==> src/rtl/ped_signal_seq.sv <==
// ped_signal_seq: pedestrian-signal sequencer feeding the 8x8 LED matrix driver.
// Runs STOP -> WALK -> FLASH. An internal tick divider sets the time base, and
// every output is registered.
// Optional build macro PED_AUTO_CYCLE_EN: when it is defined, STOP leaves after
// exactly STOP_T ticks without waiting for a button request.
module ped_signal_seq #(
   parameter int TICK_DIV = 12500000,
   parameter int STOP_T   = 40,
   parameter int WALK_T   = 60,
   parameter int FLASH_T  = 20,
   parameter int FRAME_T  = 2
) (
   input  logic       clk,
   input  logic       rst,
   input  logic       btn_req,
   output logic       pattern,
   output logic [1:0] sel,
   output logic       blank,
   output logic       req_pending,
   output logic [7:0] remain
);

   localparam int DW = $clog2(TICK_DIV);
   localparam int FW = (FRAME_T > 1) ? $clog2(FRAME_T) : 1;
   localparam logic [DW-1:0] DIV_LAST   = DW'(TICK_DIV - 1);
   localparam logic [FW-1:0] FRAME_LAST = FW'(FRAME_T - 1);
   localparam logic [7:0]    STOP_LEN   = 8'(STOP_T);
   localparam logic [7:0]    WALK_LEN   = 8'(WALK_T);
   localparam logic [7:0]    FLASH_LEN  = 8'(FLASH_T);
`ifdef PED_AUTO_CYCLE_EN
   localparam logic AUTO_CYCLE = 1'b1;
`else
   localparam logic AUTO_CYCLE = 1'b0;
`endif

   typedef enum logic [1:0] {
      ST_STOP  = 2'b00,
      ST_WALK  = 2'b01,
      ST_FLASH = 2'b10
   } state_t;

   state_t          state_r, state_nx_s;
   logic [DW-1:0]   div_r;
   logic [FW-1:0]   frame_r, frame_nx_s, frame_adv_s;
   logic [7:0]      remain_r, remain_nx_s;
   logic [1:0]      sel_r, sel_nx_s, sel_adv_s;
   logic            pattern_r, pattern_nx_s;
   logic            blank_r, blank_nx_s;
   logic            req_r, req_nx_s;
   logic            btn_q_r;
   logic            tick_s;
   logic            edge_s;
   logic            go_walk_s;

   assign tick_s = (div_r == DIV_LAST);
   assign edge_s = btn_req & ~btn_q_r;

   // Free-running tick divider; wraps to zero on the tick cycle.
   always_ff @(posedge clk or negedge rst) begin
      if (!rst) begin
         div_r <= '0;
      end else if (tick_s) begin
         div_r <= '0;
      end else begin
         div_r <= div_r + DW'(1);
      end
   end

   // Previous-cycle button sample for rising-edge detection.
   always_ff @(posedge clk or negedge rst) begin
      if (!rst) begin
         btn_q_r <= 1'b0;
      end else begin
         btn_q_r <= btn_req;
      end
   end

   // STOP ends on a tick at remain 1 with a request (auto-cycle counts as one), or at remain 0 with a request.
   always_comb begin
      go_walk_s = 1'b0;
      if (tick_s && (state_r == ST_STOP)) begin
         if (remain_r == 8'd1) begin
            go_walk_s = req_r | AUTO_CYCLE;
         end else if (remain_r == 8'd0) begin
            go_walk_s = req_r;
         end else begin
            go_walk_s = 1'b0;
         end
      end else begin
         go_walk_s = 1'b0;
      end
   end

   // Animation step: the frame counter wraps at FRAME_T-1 and then advances sel modulo 4.
   always_comb begin
      frame_adv_s = frame_r;
      sel_adv_s   = sel_r;
      if (frame_r == FRAME_LAST) begin
         frame_adv_s = '0;
         sel_adv_s   = sel_r + 2'd1;
      end else begin
         frame_adv_s = frame_r + FW'(1);
         sel_adv_s   = sel_r;
      end
   end

   // Next-state and next-output logic for the phase sequencer.
   always_comb begin
      state_nx_s   = state_r;
      remain_nx_s  = remain_r;
      pattern_nx_s = pattern_r;
      sel_nx_s     = sel_r;
      blank_nx_s   = blank_r;
      req_nx_s     = req_r;
      frame_nx_s   = frame_r;
      case (state_r)
         ST_STOP: begin
            if (go_walk_s) begin
               state_nx_s   = ST_WALK;
               remain_nx_s  = WALK_LEN;
               pattern_nx_s = 1'b1;
               sel_nx_s     = 2'd0;
               frame_nx_s   = '0;
               blank_nx_s   = 1'b0;
               req_nx_s     = 1'b0;
            end else begin
               pattern_nx_s = 1'b0;
               sel_nx_s     = 2'd0;
               blank_nx_s   = 1'b0;
               frame_nx_s   = '0;
               req_nx_s     = req_r | edge_s;
               if (tick_s && (remain_r > 8'd1)) begin
                  remain_nx_s = remain_r - 8'd1;
               end else if (tick_s) begin
                  remain_nx_s = 8'd0;
               end else begin
                  remain_nx_s = remain_r;
               end
            end
         end
         ST_WALK: begin
            if (tick_s) begin
               sel_nx_s   = sel_adv_s;
               frame_nx_s = frame_adv_s;
               if (remain_r <= 8'd1) begin
                  state_nx_s  = ST_FLASH;
                  remain_nx_s = FLASH_LEN;
                  blank_nx_s  = 1'b1;
               end else begin
                  remain_nx_s = remain_r - 8'd1;
               end
            end else begin
               remain_nx_s = remain_r;
            end
         end
         ST_FLASH: begin
            if (tick_s && (remain_r <= 8'd1)) begin
               state_nx_s   = ST_STOP;
               remain_nx_s  = STOP_LEN;
               pattern_nx_s = 1'b0;
               sel_nx_s     = 2'd0;
               frame_nx_s   = '0;
               blank_nx_s   = 1'b0;
            end else if (tick_s) begin
               remain_nx_s = remain_r - 8'd1;
               blank_nx_s  = ~blank_r;
               sel_nx_s    = sel_adv_s;
               frame_nx_s  = frame_adv_s;
            end else begin
               remain_nx_s = remain_r;
            end
         end
         default: begin
            state_nx_s   = ST_STOP;
            remain_nx_s  = STOP_LEN;
            pattern_nx_s = 1'b0;
            sel_nx_s     = 2'd0;
            blank_nx_s   = 1'b0;
            req_nx_s     = 1'b0;
            frame_nx_s   = '0;
         end
      endcase
   end

   // Sequencer state and registered outputs.
   always_ff @(posedge clk or negedge rst) begin
      if (!rst) begin
         state_r   <= ST_STOP;
         remain_r  <= STOP_LEN;
         pattern_r <= 1'b0;
         sel_r     <= 2'd0;
         blank_r   <= 1'b0;
         req_r     <= 1'b0;
         frame_r   <= '0;
      end else begin
         state_r   <= state_nx_s;
         remain_r  <= remain_nx_s;
         pattern_r <= pattern_nx_s;
         sel_r     <= sel_nx_s;
         blank_r   <= blank_nx_s;
         req_r     <= req_nx_s;
         frame_r   <= frame_nx_s;
      end
   end

   assign pattern     = pattern_r;
   assign sel         = sel_r;
   assign blank       = blank_r;
   assign req_pending = req_r;
   assign remain      = remain_r;

endmodule

==> config.mk <==
export PLATFORM = sky130hd
export DESIGN_NAME = ped_signal_seq
export DESIGN_NICKNAME = d
export VERILOG_FILES = /design/src/rtl/ped_signal_seq.sv
export SDC_FILE = /design/constraint.sdc
export NUM_CORES = 1
export LEC_CHECK = 0
export CORE_MARGIN = 2
export CORE_UTILIZATION = 45
export DETAILED_ROUTE_END_ITERATION = 8
export HOLD_SLACK_MARGIN = 0.12
export SYNTH_ARGS = -nofsm -noshare
export SYNTH_HDL_FRONTEND = slang
export SYNTH_SLANG_ARGS = --single-unit
==> constraint.sdc <==
create_clock -name clk -period 2.6 [get_ports clk]
set_input_delay 0.52 -clock clk [delete_from_list [all_inputs] [get_ports clk]]
set_output_delay 0.52 -clock clk [all_outputs]
set_load 0.02 [all_outputs]
# Word level (Yosys, flattened, before mapping)
# Cells that the tools add are included.
totals:
  register_bits: 41
  inputBits: 3
  out_inout_bits: 13
  elab_cells: 75
classes:
  add_sub_neg: 4
  n_lt_le_gt_ge: 2
  n_eq_ne: 10
  muxes: 35
  bitwise: 5
  n_reduce_logical: 10
op_table:
  columns: ["operator", "n"]
  rows:
  - ["8-bit two-way mux", 7]
  - ["24-bit by 1-bit adder with 24-bit output, second input constant", 1]
  - ["24-bit == test, second input constant", 1]
  - ["24-bit two-way mux", 1]
  - ["8-bit one-hot mux with 3 select lines", 1]
  - ["2-bit two-way mux", 7]
  - ["1-bit two-way mux", 13]
  - ["8-bit by 1-bit == test with 1-bit output, second input constant", 1]
  - ["8-bit by 1-bit greater-than comparator with 1-bit output, second input constant", 1]
  - ["8-bit by 1-bit less-or-equal comparator with 1-bit output, second input constant", 1]
  - ["8-bit logical NOT", 1]
  - ["2-bit != test, second input constant", 4]
  - ["8-bit by 1-bit subtractor with 8-bit output, second input constant", 1]
  - ["1-bit one-hot mux with 2 select lines", 3]
  - ["2-bit one-hot mux with 3 select lines", 1]
  - ["3-bit AND reduction", 2]
  - ["4-bit by 3-bit != test with 1-bit output, second input constant", 1]
  - ["2-bit one-hot mux with 2 select lines", 1]
  - ["4-bit AND reduction", 1]
  - ["1-bit logical AND", 3]
  - ["3-bit != test, second input constant", 1]
  - ["1-bit inverter", 3]
  - ["1-bit one-hot mux with 3 select lines", 1]
  - ["2-bit by 1-bit adder with 2-bit output, second input constant", 1]
  - ["other kinds (8)", 8]

# Longest topological paths before layout
# Gate-level depths: netlist (run 1).
depth:
  ltp_word: 6
  mapped_depth: 8
  ltp_nobuf: 7

# Worst setup path after synthesis (run 1)
# OpenSTA, ideal clock, no wires.
synth_timing:
  path_kind: "reg-to-reg"
  startpoint: "register div_r[0]"
  endpoint: "register div_r[18]"
  setup_time_ps: 120
  t_arrival_ps: 1809
  required_ps: 2480
  setup_slack_ps: 671
  path_stages_with_launch: 8
  n_path_buf: 0
  synth_period_minus_slack_ps: 1929
  path_cell_list: "dfrtp_1 ha_1 nand4_2 or4b_4 or2_4 nor2_4 xnor2_1 nor2_2"
synth_between:
  elab_chain_len: 2
  elab_cells_between_ends: 3
  classes_between: "1 x add/sub; 1 x eq/ne; 1 x mux"
synth_lines:
  columns: ["item", "line_no", "source"]
  rows:
  - ["from (decl)", "43", "logic [DW-1:0] div_r;"]
  - ["from (signal assigned)", "65", "div_r <= div_r + DW'(1);"]
  - ["24-bit by 1-bit adder with 24-bit output or 24-bit == test (tied branches)", "65, 55", null]
  - ["24-bit two-way mux *", "62", "end else if (tick_s) begin"]
# Every way passes the cells marked *; elsewhere a longest branch is shown, timed or not.
# A chain may end at the register's enable or synchronous reset.

# Worst setup path in the final report (run 1)
layout_timing:
  startpoint: "register div_r[0]"
  endpoint: "register frame_r"
layout_between:
  elab_chain_len: 4
  elab_cells_between_ends: 5
  classes_between: "1 x eq/ne; 3 x mux; 1 x reduce/logical"
layout_lines:
  columns: ["item", "line_no", "source"]
  rows:
  - ["24-bit == test *", "55", "assign tick_s = (div_r == DIV_LAST);"]
  - ["1-bit two-way mux or 1-bit logical AND (tied branches)", null, null]
  - ["1-bit two-way mux", "157", "if (tick_s && (remain_r <= 8'd1)) begin"]
  - ["1-bit one-hot mux with 2 select lines *", "116", "case (state_r)"]
  - ["via frame_nx_s", "44", "logic [FW-1:0] frame_r, frame_nx_s, frame_adv_s;"]
  - ["to (signal assigned)", "202", "frame_r <= frame_nx_s;"]
  - ["to (decl)", "44", null]
# The timed path passes the listed nets; every way through them passes the cells marked *.

==> load_flow_metrics.sql, run 1 <==
INSERT INTO impl_metrics (metric_group, metric, value, unit) VALUES
('timing', 'rsz0062_at_grt', 'false', ''),
('routing', 'detail_route.wl_per_cell', '14.1', 'um'),
('yosys', 'synth_top_area_frac', '0.448', ''),
('die', 'placementRows', '25', ''),
('cts', 'cts_bufs_inserted', '5', ''),
('global_routing', 'grt_max_degree', '42', ''),
('routing', 'num_vias', '1616', ''),
('cts', 'cts_resized', '0', ''),
('critical_path', 'timing.setup.critical_path_class', 'flip-flop to flip-flop', ''),
('power_and_ir_drop', 'ir_worst_vdd', '0.215', 'mV'),
('timing', 'layout_worst_path_cycle_share', '0.884', ''),
('timing', 'timing.clock.skew', '0.00843', 'ns'),
('die', 'core_area', '4690', 'um^2'),
('outcome', 'run_status', 'complete, no violations', ''),
('cells_and_area', 'n_diodes', '0', ''),
('timing', 'setup_violation_total_in_the_final_timing_report', '0', ''),
('critical_path', 'critical_path.reg2reg.startpoint', 'div_r[0]$_DFF_PN0_', ''),
('yosys', 'postSynthRegisterBits', '41', ''),
('timing', 'setup-tns-final', '0', 'ns'),
('routing', 'drc_errors', '0', ''),
('yosys', 'synthesis.area_per_instance', '9.87', 'um^2'),
('global_routing', 'grt_antenna_before_repair', '0', ''),
('die', 'chipWidth', '73.6', 'um'),
('cells_and_area', 'layout_filler_cell_count', '432', ''),
('cts', 'number_of_h_tree_levels', '2', ''),
('timing', 'maxSlewViolCount', '0', ''),
('global_routing', 'wire_length_of_the_first_global_routing_pass', '7340', 'um'),
('global_routing', 'grt_pass1_vias', '1570', ''),
('critical_path', 'timing.critical_path.required', '2.76', 'ns'),
('yosys', 'synth-edff-count', '0', ''),
('yosys', 'synth_sequential_area_ratio', '0.472', ''),
('yosys', 'syn-instance-count', '221', ''),
('timing', 'achievable-frequency', '435', 'MHz'),
('routing', 'ant_nets', '0', ''),
('critical_path', 'cp_slowest_cell', 'sky130_fd_sc_hd__nor3_1', ''),
('critical_path', 'worstRegToRegCells', '7', ''),
('placement', 'finalWeightedCongestion', '0.779', ''),
('critical_path', 'critical_path.reg2reg.endpoint', 'frame_r$_DFF_PN0_', ''),
('critical_path', 'worst_path_largest_cell_delay', '0.46', 'ns'),
('die', 'pin_count', '16', ''),
('critical_path', 'r2r_setup_slack', '0.30', 'ns'),
('global_routing', 'track_usage', '0.176', ''),
('timing', 'finalHoldViolCount', '0', ''),
('worst_hold_path', 'hp-class', 'primary input to async pin', ''),
('critical_path', 'critPathMaxFanout', '5', ''),
('cts', 'tritoncts_clock_tree', 'done', ''),
('global_routing', 'grt_overflow_total', '0', ''),
('yosys', 'post_synth_main_area_contributors', 'sky130_fd_sc_hd__dfrtp_1 45%, sky130_fd_sc_hd__xor2_1 6.4%, sky130_fd_sc_hd__nor2_1 4.3%, sky130_fd_sc_hd__ha_1 4.0%, sky130_fd_sc_hd__nand2_1 3.6%', ''),
('yosys', 'synth_flop_cell', 'sky130_fd_sc_hd__dfrtp_1', ''),
('routing', 'via_per_inst', '5.44', ''),
('cts', 'cts.root.buffer_cell', 'sky130_fd_sc_hd__clkbuf_8', ''),
('critical_path', 'setup.worst_path.end_class', 'flip-flop', ''),
('cells_and_area', 'fraction_of_layout_cells_with_a_size_suffix_above_1', '0.0988', ''),
('critical_path', 'crit_end', 'frame_r$_DFF_PN0_', ''),
('placement', 'detailedPlace.worstSlack', '0.282', 'ns'),
('yosys', 'yosys_warnings', '0', ''),
('die', 'initial_utilization', '0.465', ''),
('die', 'die_area', '5420', 'um^2'),
('job', 'drv.max_cap_violation_count', '0', ''),
('routing', 'detailed_route_wire_length', '4180', 'um'),
('critical_path', 'critical_path_startpoint_category', 'flip-flop', ''),
('power_and_ir_drop', 'p_per_area', '424', 'nW/um^2'),
('timing', 'final.min_clock_period', '2.30', 'ns'),
('cells_and_area', 'area_growth_syn_to_layout', '13.6', '%'),
('power_and_ir_drop', 'power.leakage', '1.10', 'nW'),
('cells_and_area', 'ff_latch_area', '1030', 'um^2'),
('placement', 'dp.final_hpwl', '3040', 'um'),
('cts', 'clk-insertion-delay-late', '0.29', 'ns'),
('critical_path', 'cp_cell_sequence', 'ha_1 > nand4_2 > nor3_1 > nand3_1 > and2_1 > o21ai_0 > nor2_1', ''),
('critical_path', 'crit_arrival', '2.46', 'ns'),
('timing', 'fin_ws', '0.303', 'ns');
## how the worst min path moves through the flow
stage,start,end,slack (ns),depth (start not counted)
6_report,rst,div_r[22]$_DFF_PN0_,0.36,1
3_3_place_gp,div_r[0]$_DFF_PN0_,div_r[0]$_DFF_PN0_,0.46,1
3_5_place_dp,div_r[0]$_DFF_PN0_,div_r[0]$_DFF_PN0_,0.48,1
2_1_floorplan,rst,blank$_DFFE_PN0P_,0.22,0
5_1_grt,rst,div_r[8]$_DFF_PN0_,0.43,1
4_1_cts,rst,div_r[12]$_DFF_PN0_,0.38,1
## power by group
group          internal [mW]  switching [mW]  total [mW]
clock                  0.186           0.212       0.398
sequential             0.638        0.000183       0.638
combinational        0.00207          0.0122      0.0143
total                  0.826           0.224        1.05
## through the flow
stage	util	hold WS (ns)	total power [mW]	instance area [um^2]	std cells
2_1_floorplan	-	0.224	0.651	2180	221
6_report	0.528	0.357	1.05	2480	297
4_1_cts	0.528	0.381	1.07	2480	297
5_1_grt	0.528	0.431	1.10	2480	297
3_3_place_gp	0.510	0.464	0.666	2390	289
3_5_place_dp	0.510	0.475	0.666	2390	289
## layout make-up
| class | instances | area share |
|---|---|---|
| well taps | 54 | 0.0273 |
| inverters | 9 | 0.0136 |
| clock inverters | 2 | 0.00404 |
| clock buffers | 6 | 0.0293 |
| repair buffers | 18 | 0.0677 |
| multi-input cells | 167 | 0.443 |
| flip-flops and latches | 41 | 0.415 |
## Yosys cell counts, types with 3 or more instances
library cell,n
sky130_fd_sc_hd__a21oi_1,5
sky130_fd_sc_hd__a22o_1,3
sky130_fd_sc_hd__and2_1,6
sky130_fd_sc_hd__and3_1,4
sky130_fd_sc_hd__dfrtp_1,39
sky130_fd_sc_hd__ha_1,7
sky130_fd_sc_hd__inv_1,9
sky130_fd_sc_hd__nand2_1,21
sky130_fd_sc_hd__nand2b_1,3
sky130_fd_sc_hd__nand3_1,9
sky130_fd_sc_hd__nand4_1,3
sky130_fd_sc_hd__nand4b_1,3
sky130_fd_sc_hd__nor2_1,25
sky130_fd_sc_hd__nor3_1,7
sky130_fd_sc_hd__nor4b_1,3
sky130_fd_sc_hd__o21ai_0,10
sky130_fd_sc_hd__xnor2_1,9
sky130_fd_sc_hd__xor2_1,16
## cell usage in the layout (no fill, tap or decap), drive strengths merged, types with 7 or more instances in the layout
cell type / instances
xor2: 16
nor2: 27
dfrtp: 39
inv: 9
xnor2: 9
o21ai: 10
ha: 7
nand3: 9
nand2: 21
clkdlybuf4s50: 14
nor3: 7
## logic make-up (layout without fill, tap and decap cells)
family,count (synthesis),after routing,synth area share
flops,41,41,0.472
compound gates,38,38,0.122
xor+xnor,25,25,0.100
mux,2,2,0.00975
buf+inv,13,35,0.0252
simple gates,95,95,0.231
fa+ha+maj,7,7,0.0402
## state kept, by name (all words and copies together), names as in the netlist
register / cells
pattern: 1
sel: 2
frame_r: 1
btn_q_r: 1
div_r: 24
remain: 8
req_pending: 1
state_r: 2
blank: 1
## layer usage
metal,track usage,share of wire,up-vias
met3,0.0425,0.029,6
met5,0,0,-
li1,-,-,820
met2,0.275,0.48,21
met4,0.0646,0.015,0
met1,0.237,0.48,769
## worst max-delay path, delay by kind of cell, from the launching register on
family | cells | cell delay, ns
compound gates | 1 | 0.35
fa+ha+maj | 1 | 0.23
flops | 1 | 0.38
simple gates | 5 | 1.21
Note: power is estimated with default switching activity, not from simulation.
==> run 2, diff against run 1 <==
--- a/config.mk
+++ b/config.mk
@@ -5,9 +5,11 @@
 export SDC_FILE = /design/constraint.sdc
 export NUM_CORES = 1
 export LEC_CHECK = 0
+export ABC_CLOCK_PERIOD_IN_PS = 2600
 export CORE_MARGIN = 2
 export CORE_UTILIZATION = 45
 export DETAILED_ROUTE_END_ITERATION = 8
+export GPL_TIMING_DRIVEN = 0
 export HOLD_SLACK_MARGIN = 0.12
 export SYNTH_ARGS = -nofsm -noshare
 export SYNTH_HDL_FRONTEND = slang
==> run 2 against run 1 <==
Utilization is 1.1 points higher. Hold slack improved by 0.13 ns. Sequential share of layout area down 0.86 points.
==> load_flow_metrics.sql, run 2 (synthesis results as in run 1) <==
INSERT INTO impl_metrics (metric_group, metric, value, unit) VALUES
('cells_and_area', 'largest-register', 'div_r', ''),
('cts', 'tritoncts_clock_tree', 'done', ''),
('die', 'core_area', '4690', 'um^2'),
('cts', 'cts_bufs_inserted', '5', ''),
('cts', 'cts.repair_timing.setup_buffer_count', '0', ''),
('die', 'placementRows', '25', ''),
('global_routing', 'grt_overflow_total', '0', ''),
('outcome', 'run_status', 'complete, no violations', ''),
('timing', 'setup-tns-final', '0', 'ns'),
('timing', 'worst_slew_margin_rel', '0.578', ''),
('routing', 'via_per_inst', '5.39', ''),
('die', 'pin_count', '16', ''),
('cts', 'clk-insertion-delay-late', '0.30', 'ns'),
('global_routing', 'grt_antenna_before_repair', '0', ''),
('die', 'chipWidth', '73.6', 'um'),
('cells_and_area', 'fraction_of_layout_cells_with_a_size_suffix_above_1', '0.110', ''),
('cells_and_area', 'final_cells', '300', ''),
('cells_and_area', 'area_growth_syn_to_layout', '16.0', '%'),
('timing', 'final.min_clock_period', '2.25', 'ns'),
('global_routing', 'grt_max_degree', '31', ''),
('timing', 'rsz0062_at_grt', 'false', ''),
('routing', 'number_of_drc_violations_after_detailed_routing_iteration_0', '104', ''),
('critical_path', 'timing.setup.critical_path_class', 'flip-flop to flip-flop', ''),
('cells_and_area', 'layout_filler_cell_count', '443', ''),
('critical_path', 'critical_path_startpoint_category', 'flip-flop', ''),
('placement', 'detailedPlace.worstSlack', '0.163', 'ns'),
('cts', 'number_of_h_tree_levels', '2', ''),
('global_routing', 'grt_pass1_vias', '1581', ''),
('routing', 'detail_route.wl_per_cell', '14.5', 'um'),
('timing', 'layout_worst_path_cycle_share', '0.867', ''),
('routing', 'ant_nets', '0', ''),
('worst_hold_path', 'hp-class', 'flip-flop to flip-flop', ''),
('routing', 'detailed_route_wire_length', '4350', 'um'),
('placement', 'finalWeightedCongestion', '0.786', ''),
('critical_path', 'critPathMaxFanout', '5', ''),
('die', 'initial_utilization', '0.465', ''),
('cts', 'cts-root-to-sink-buffers', '2', ''),
('timing', 'tightestPinTransition', '0.628', 'ns'),
('timing', 'setup_violation_total_in_the_final_timing_report', '0', ''),
('global_routing', 'wire_length_of_the_first_global_routing_pass', '7490', 'um'),
('global_routing', 'track_usage', '0.181', ''),
('power_and_ir_drop', 'power.leakage', '1.13', 'nW'),
('timing', 'fin_ws', '0.345', 'ns'),
('cells_and_area', 'final_area', '2530', 'um^2'),
('placement', 'place_area', '2410', 'um^2'),
('cts', 'clock_sinks', '41', ''),
('die', 'die_height', '73.6', 'um'),
('critical_path', 'timing.critical_path.required', '2.76', 'ns'),
('cells_and_area', 'layout.cells.most_common_list', '39 x sky130_fd_sc_hd__dfrtp_1, 25 x sky130_fd_sc_hd__nor2_1, 21 x sky130_fd_sc_hd__nand2_1', ''),
('cells_and_area', 'largest_register_ff_count', '24', ''),
('cts', 'cts.root.buffer_cell', 'sky130_fd_sc_hd__clkbuf_8', ''),
('power_and_ir_drop', 'ir_worst_vdd', '0.220', 'mV'),
('cells_and_area', 'nNetsFinal', '255', ''),
('routing', 'detailedRoute.firstPassIterationCount', '4', ''),
('die', 'die_area', '5420', 'um^2'),
('critical_path', 'setup.worst_path.end_class', 'flip-flop', ''),
('timing', 'achievable-frequency', '444', 'MHz'),
('cts', 'clkTransAtPathRegs', '0.08', 'ns'),
('placement', 'place_inst', '291', ''),
('cells_and_area', 'final_common_cell', 'sky130_fd_sc_hd__dfrtp_1', ''),
('job', 'drv.max_cap_violation_count', '0', ''),
('timing', 'finalHoldWorstSlack', '0.486', 'ns'),
('power_and_ir_drop', 'p_per_area', '442', 'nW/um^2'),
('cells_and_area', 'n_diodes', '0', ''),
('placement', 'dp.final_hpwl', '3140', 'um'),
('timing', 'finalHoldViolCount', '0', ''),
('routing', 'drc_errors', '0', ''),
('timing', 'maxSlewViolCount', '0', ''),
('routing', 'num_vias', '1617', ''),
('critical_path', 'crit_arrival', '2.42', 'ns'),
('placement', 'io_buffer_count', '15', ''),
('timing', 'timing.clock.skew', '0.0118', 'ns');
==> run 2: final timing paths <==
path / start / end / slack, ns / cells after the start
worst min-delay path: div_r[0]$_DFF_PN0_ / div_r[0]$_DFF_PN0_ / 0.49 / 1
worst max-delay path: div_r[0]$_DFF_PN0_ / sel[1]$_DFF_PN0_ / 0.35 / 7
worst min register to register: div_r[0]$_DFF_PN0_ / div_r[0]$_DFF_PN0_ / 0.49 / 1
min in group asynchronous: rst / div_r[17]$_DFF_PN0_ / 0.62 / 2
worst max register to register: div_r[0]$_DFF_PN0_ / sel[1]$_DFF_PN0_ / 0.35 / 7
max in group asynchronous: rst / remain[5]$_DFFE_PN1P_ / 1.45 / 3
==> run 2: power breakdown <==
part	switching, mW	internal, mW
clock	0.221	0.240
combinational	0.0129	0.00607
sequential	0.000194	0.638
==> run 2: worst max-delay path, cell delays in order (launching register included) <==
cell and delay [ns]:
sky130_fd_sc_hd__dfrtp_1 0.39, sky130_fd_sc_hd__ha_1 0.24, sky130_fd_sc_hd__nand4_2 0.18, sky130_fd_sc_hd__nor3_2 0.34, sky130_fd_sc_hd__nand3_1 0.20, sky130_fd_sc_hd__and2_1 0.26, sky130_fd_sc_hd__o21ai_0 0.41, sky130_fd_sc_hd__nor2_1 0.10
==> run 2: repair_timing <==
item / CTS / global route
hold buffers: 1 / 0
endpoints found under the hold margin: 11 / 0
setup endpoints to repair: 0 / 3
resized for setup: 0 / 1
==> run 2: area by class of cell <==
class / instances / area (um^2) / area share
Sequential cell: 41 / 1030 / 0.407
Clock inverter: 1 / 5.00 / 0.00198
Inverter: 9 / 33.8 / 0.0134
Multi-Input combinational cell: 167 / 1100 / 0.436
Buffer: 4 / 21.3 / 0.00841
Tap cell: 54 / 67.6 / 0.0267
Timing Repair Buffer: 17 / 175 / 0.0692
Clock buffer: 7 / 96.3 / 0.0381
==> run 2: layer usage <==
layer	wire, um	track usage	up-vias
met5	0	0	-
met4	85	0.0626	0
met3	107	0.0412	7
met2	2040	0.294	20
met1	2110	0.236	766
li1	-	-	824
==> run 2: metrics by stage <==
stage          power (mW)   util
5_1_grt              1.16  0.539
6_report             1.12  0.539
2_1_floorplan       0.651      -
4_1_cts              1.13  0.538
3_5_place_dp        0.670  0.514
3_3_place_gp        0.667  0.511
==> run 3, diff against run 2 <==
--- a/config.mk
+++ b/config.mk
@@ -7,10 +7,12 @@
 export LEC_CHECK = 0
 export ABC_CLOCK_PERIOD_IN_PS = 2600
 export CORE_MARGIN = 2
-export CORE_UTILIZATION = 45
+export CORE_UTILIZATION = 58
 export DETAILED_ROUTE_END_ITERATION = 8
 export GPL_TIMING_DRIVEN = 0
 export HOLD_SLACK_MARGIN = 0.12
+export MAX_ROUTING_LAYER = met4
+export PLACE_DENSITY = 0.79
 export SYNTH_ARGS = -nofsm -noshare
 export SYNTH_HDL_FRONTEND = slang
 export SYNTH_SLANG_ARGS = --single-unit
==> run 3 against run 2 <==
Cell area is 0.89% lower. Sequential cell count unchanged. Register-to-register slack got worse by 0.02 ns. Global-route usage is 5.6 points higher. Hold slack worse by 0.15 ns. Maximum frequency is 0.83% lower. Die area decreased by 21%. Final cell count down 2.7%. Via count rose by 4.3%. Critical path depth is the same. Sequential power hardly changed. Clock power grew 13%. Critical path type unchanged. Largest cell class unchanged. Highest routed layer unchanged.
==> load_flow_metrics.sql, run 3 (synthesis results as in run 1) <==
INSERT INTO impl_metrics (metric_group, metric, value, unit) VALUES
('power_and_ir_drop', 'power.leakage', '1.12', 'nW'),
('cells_and_area', 'final_common_cell', 'sky130_fd_sc_hd__dfrtp_1', ''),
('timing', 'final.min_clock_period', '2.27', 'ns'),
('power_and_ir_drop', 'sequentialPowerShare', '0.544', ''),
('routing', 'met1Wirelength', '1930', 'um'),
('critical_path', 'critPathMaxFanout', '5', ''),
('routing', 'ant_nets', '0', ''),
('routing', 'drc_errors', '0', ''),
('cts', 'cts_bufs_inserted', '5', ''),
('timing', 'tightestPinTransition', '0.883', 'ns'),
('cells_and_area', 'layout.cells.most_common_list', '39 x sky130_fd_sc_hd__dfrtp_1, 25 x sky130_fd_sc_hd__nor2_1, 21 x sky130_fd_sc_hd__nand2_1', ''),
('power_and_ir_drop', 'pwr-share-clk', '0.444', ''),
('placement', 'io_buffer_count', '15', ''),
('routing', 'detail_route.wl_per_cell', '15.0', 'um'),
('global_routing', 'grt_overflow_total', '0', ''),
('timing', 'worst_slew_margin_rel', '0.411', ''),
('critical_path', 'setup.worst_path.start', 'div_r[0]$_DFF_PN0_', ''),
('cts', 'clk-insertion-delay-late', '0.29', 'ns'),
('power_and_ir_drop', 'p_per_area', '468', 'nW/um^2'),
('cells_and_area', 'n_diodes', '0', ''),
('timing', 'setup-tns-final', '0', 'ns'),
('critical_path', 'critical_path.reg2reg.startpoint', 'div_r[0]$_DFF_PN0_', ''),
('global_routing', 'grt_max_degree', '42', ''),
('power_and_ir_drop', 'combPwrFrac', '0.012', ''),
('routing', 'detailedRoute.firstPassIterationCount', '5', ''),
('power_and_ir_drop', 'cellInternalPower', '0.953', 'mW'),
('cts', 'cts-root-to-sink-buffers', '2', ''),
('cells_and_area', 'layout_filler_cell_count', '278', ''),
('cells_and_area', 'final_core_util', '0.690', ''),
('cts', 'cts.root.buffer_cell', 'sky130_fd_sc_hd__clkbuf_8', ''),
('global_routing', 'grt_pass1_vias', '1653', ''),
('power_and_ir_drop', 'ir_worst_vdd', '0.256', 'mV'),
('die', 'initial_utilization', '0.600', ''),
('timing', 'rsz0062_at_grt', 'false', ''),
('die', 'placementRows', '22', ''),
('cts', 'tritoncts_clock_tree', 'done', ''),
('job', 'drv.max_cap_violation_count', '0', ''),
('global_routing', 'track_usage', '0.237', ''),
('critical_path', 'critical_path_startpoint_category', 'flip-flop', ''),
('cells_and_area', 'nNetsFinal', '253', ''),
('routing', 'via_per_inst', '5.78', ''),
('global_routing', 'grt_antenna_before_repair', '0', ''),
('critical_path', 'setup.worst_path.end_class', 'flip-flop', ''),
('cells_and_area', 'largest-register', 'div_r', ''),
('die', 'chipWidth', '65.3', 'um'),
('timing', 'finalHoldViolCount', '0', ''),
('cts', 'number_of_h_tree_levels', '2', ''),
('routing', 'highest-signal-layer', 'met4', ''),
('routing', 'met3_length', '128', 'um'),
('critical_path', 'timing.critical_path.required', '2.77', 'ns'),
('timing', 'maxSlewViolCount', '0', ''),
('critical_path', 'timing.setup.critical_path_class', 'flip-flop to flip-flop', ''),
('cells_and_area', 'area_growth_syn_to_layout', '15.0', '%'),
('routing', 'met2_length', '2240', 'um'),
('power_and_ir_drop', 'power_switching_share', '0.188', ''),
('global_routing', 'wire_length_of_the_first_global_routing_pass', '7480', 'um'),
('cts', 'clkTransAtPathRegs', '0.08', 'ns'),
('placement', 'dp.final_hpwl', '3050', 'um'),
('timing', 'setup_violation_total_in_the_final_timing_report', '0', ''),
('timing', 'finalHoldWorstSlack', '0.332', 'ns'),
('routing', 'number_of_drc_violations_after_detailed_routing_iteration_0', '120', ''),
('die', 'die_area', '4270', 'um^2'),
('power_and_ir_drop', 'p_switching', '0.220', 'mW'),
('routing', 'num_vias', '1687', ''),
('timing', 'layout_worst_path_cycle_share', '0.874', ''),
('die', 'core_area', '3630', 'um^2'),
('outcome', 'run_status', 'complete, no violations', ''),
('cells_and_area', 'largest_register_ff_count', '24', ''),
('placement', 'finalWeightedCongestion', '0.896', ''),
('cells_and_area', 'fraction_of_layout_cells_with_a_size_suffix_above_1', '0.102', ''),
('timing', 'achievable-frequency', '440', 'MHz'),
('cts', 'clock_sinks', '41', ''),
('timing', 'timing.clock.skew', '0.00826', 'ns'),
('die', 'die_height', '65.3', 'um'),
('worst_hold_path', 'hp-class', 'primary input to async pin', ''),
('critical_path', 'crit_arrival', '2.44', 'ns'),
('routing', 'detailed_route_wire_length', '4370', 'um'),
('die', 'pin_count', '16', '');
-- run 3: power by group through the flow --
stage                     combinational, mW  sequential [mW]  clock [mW]
final                                0.0140            0.638       0.521
after detailed placement             0.0152            0.651           0
after global routing                 0.0172            0.638       0.560
after global placement               0.0158            0.651           0
after floorplan                    0.000222            0.651           0
after CTS                            0.0152            0.638       0.533
-- run 3: cell type report --
| type | count | area, um^2 | area share |
|---|---|---|---|
| multi-input combinational | 167 | 1100 | 0.440 |
| sequential | 41 | 1030 | 0.410 |
| timing repair buffer | 15 | 145 | 0.0579 |
| clock buffer | 7 | 86.3 | 0.0344 |
| tap | 48 | 60.1 | 0.0240 |
| inverter | 9 | 33.8 | 0.0135 |
| clock inverter | 1 | 30.0 | 0.0120 |
| buffer | 4 | 21.3 | 0.00848 |
-- run 3: what timing repair did --
action / 4_1_cts / 5_1_grt
buffers inserted: 0 / 0
setup endpoints to repair: 0 / 3
resized for setup: 0 / 1
hold buffers: 0 / 0
-- run 3: worst max-delay path, stage by stage, from the launching register on --
cell	delay (ns)
sky130_fd_sc_hd__dfrtp_1	0.40
sky130_fd_sc_hd__ha_1	0.25
sky130_fd_sc_hd__nand4_2	0.18
sky130_fd_sc_hd__nor3_2	0.39
sky130_fd_sc_hd__nand3_1	0.21
sky130_fd_sc_hd__and2_1	0.25
sky130_fd_sc_hd__o21ai_0	0.37
sky130_fd_sc_hd__nor2_1	0.10
-- run 3: path summary, 6_finish.rpt --
check,end,slack (ns),cells past startpoint
max in group asynchronous,remain[7]$_DFFE_PN0P_,1.70,1
setup reg to reg,frame_r$_DFF_PN0_,0.33,7
hold / removal,div_r[21]$_DFF_PN0_,0.33,1
setup / recovery,frame_r$_DFF_PN0_,0.33,7
min in group clk,div_r[0]$_DFF_PN0_,0.50,1
hold reg to reg,div_r[0]$_DFF_PN0_,0.50,1
-- run 3: through the flow --
stage	setup slack, ns	power (mW)	instances	instance area (um^2)
finish	0.327	1.17	292	2510
global route	0.101	1.22	292	2510
CTS	0.110	1.19	292	2500
detailed placement	0.182	0.666	284	2390
global placement	0.00611	0.667	284	2390
floorplan	0.671	0.651	221	2180
-- run 3: routing by layer --
layer,up-vias,track usage
met1,839,0.285
met2,24,0.388
li1,817,-
met3,7,0.0514
met5,-,-
met4,0,0.102
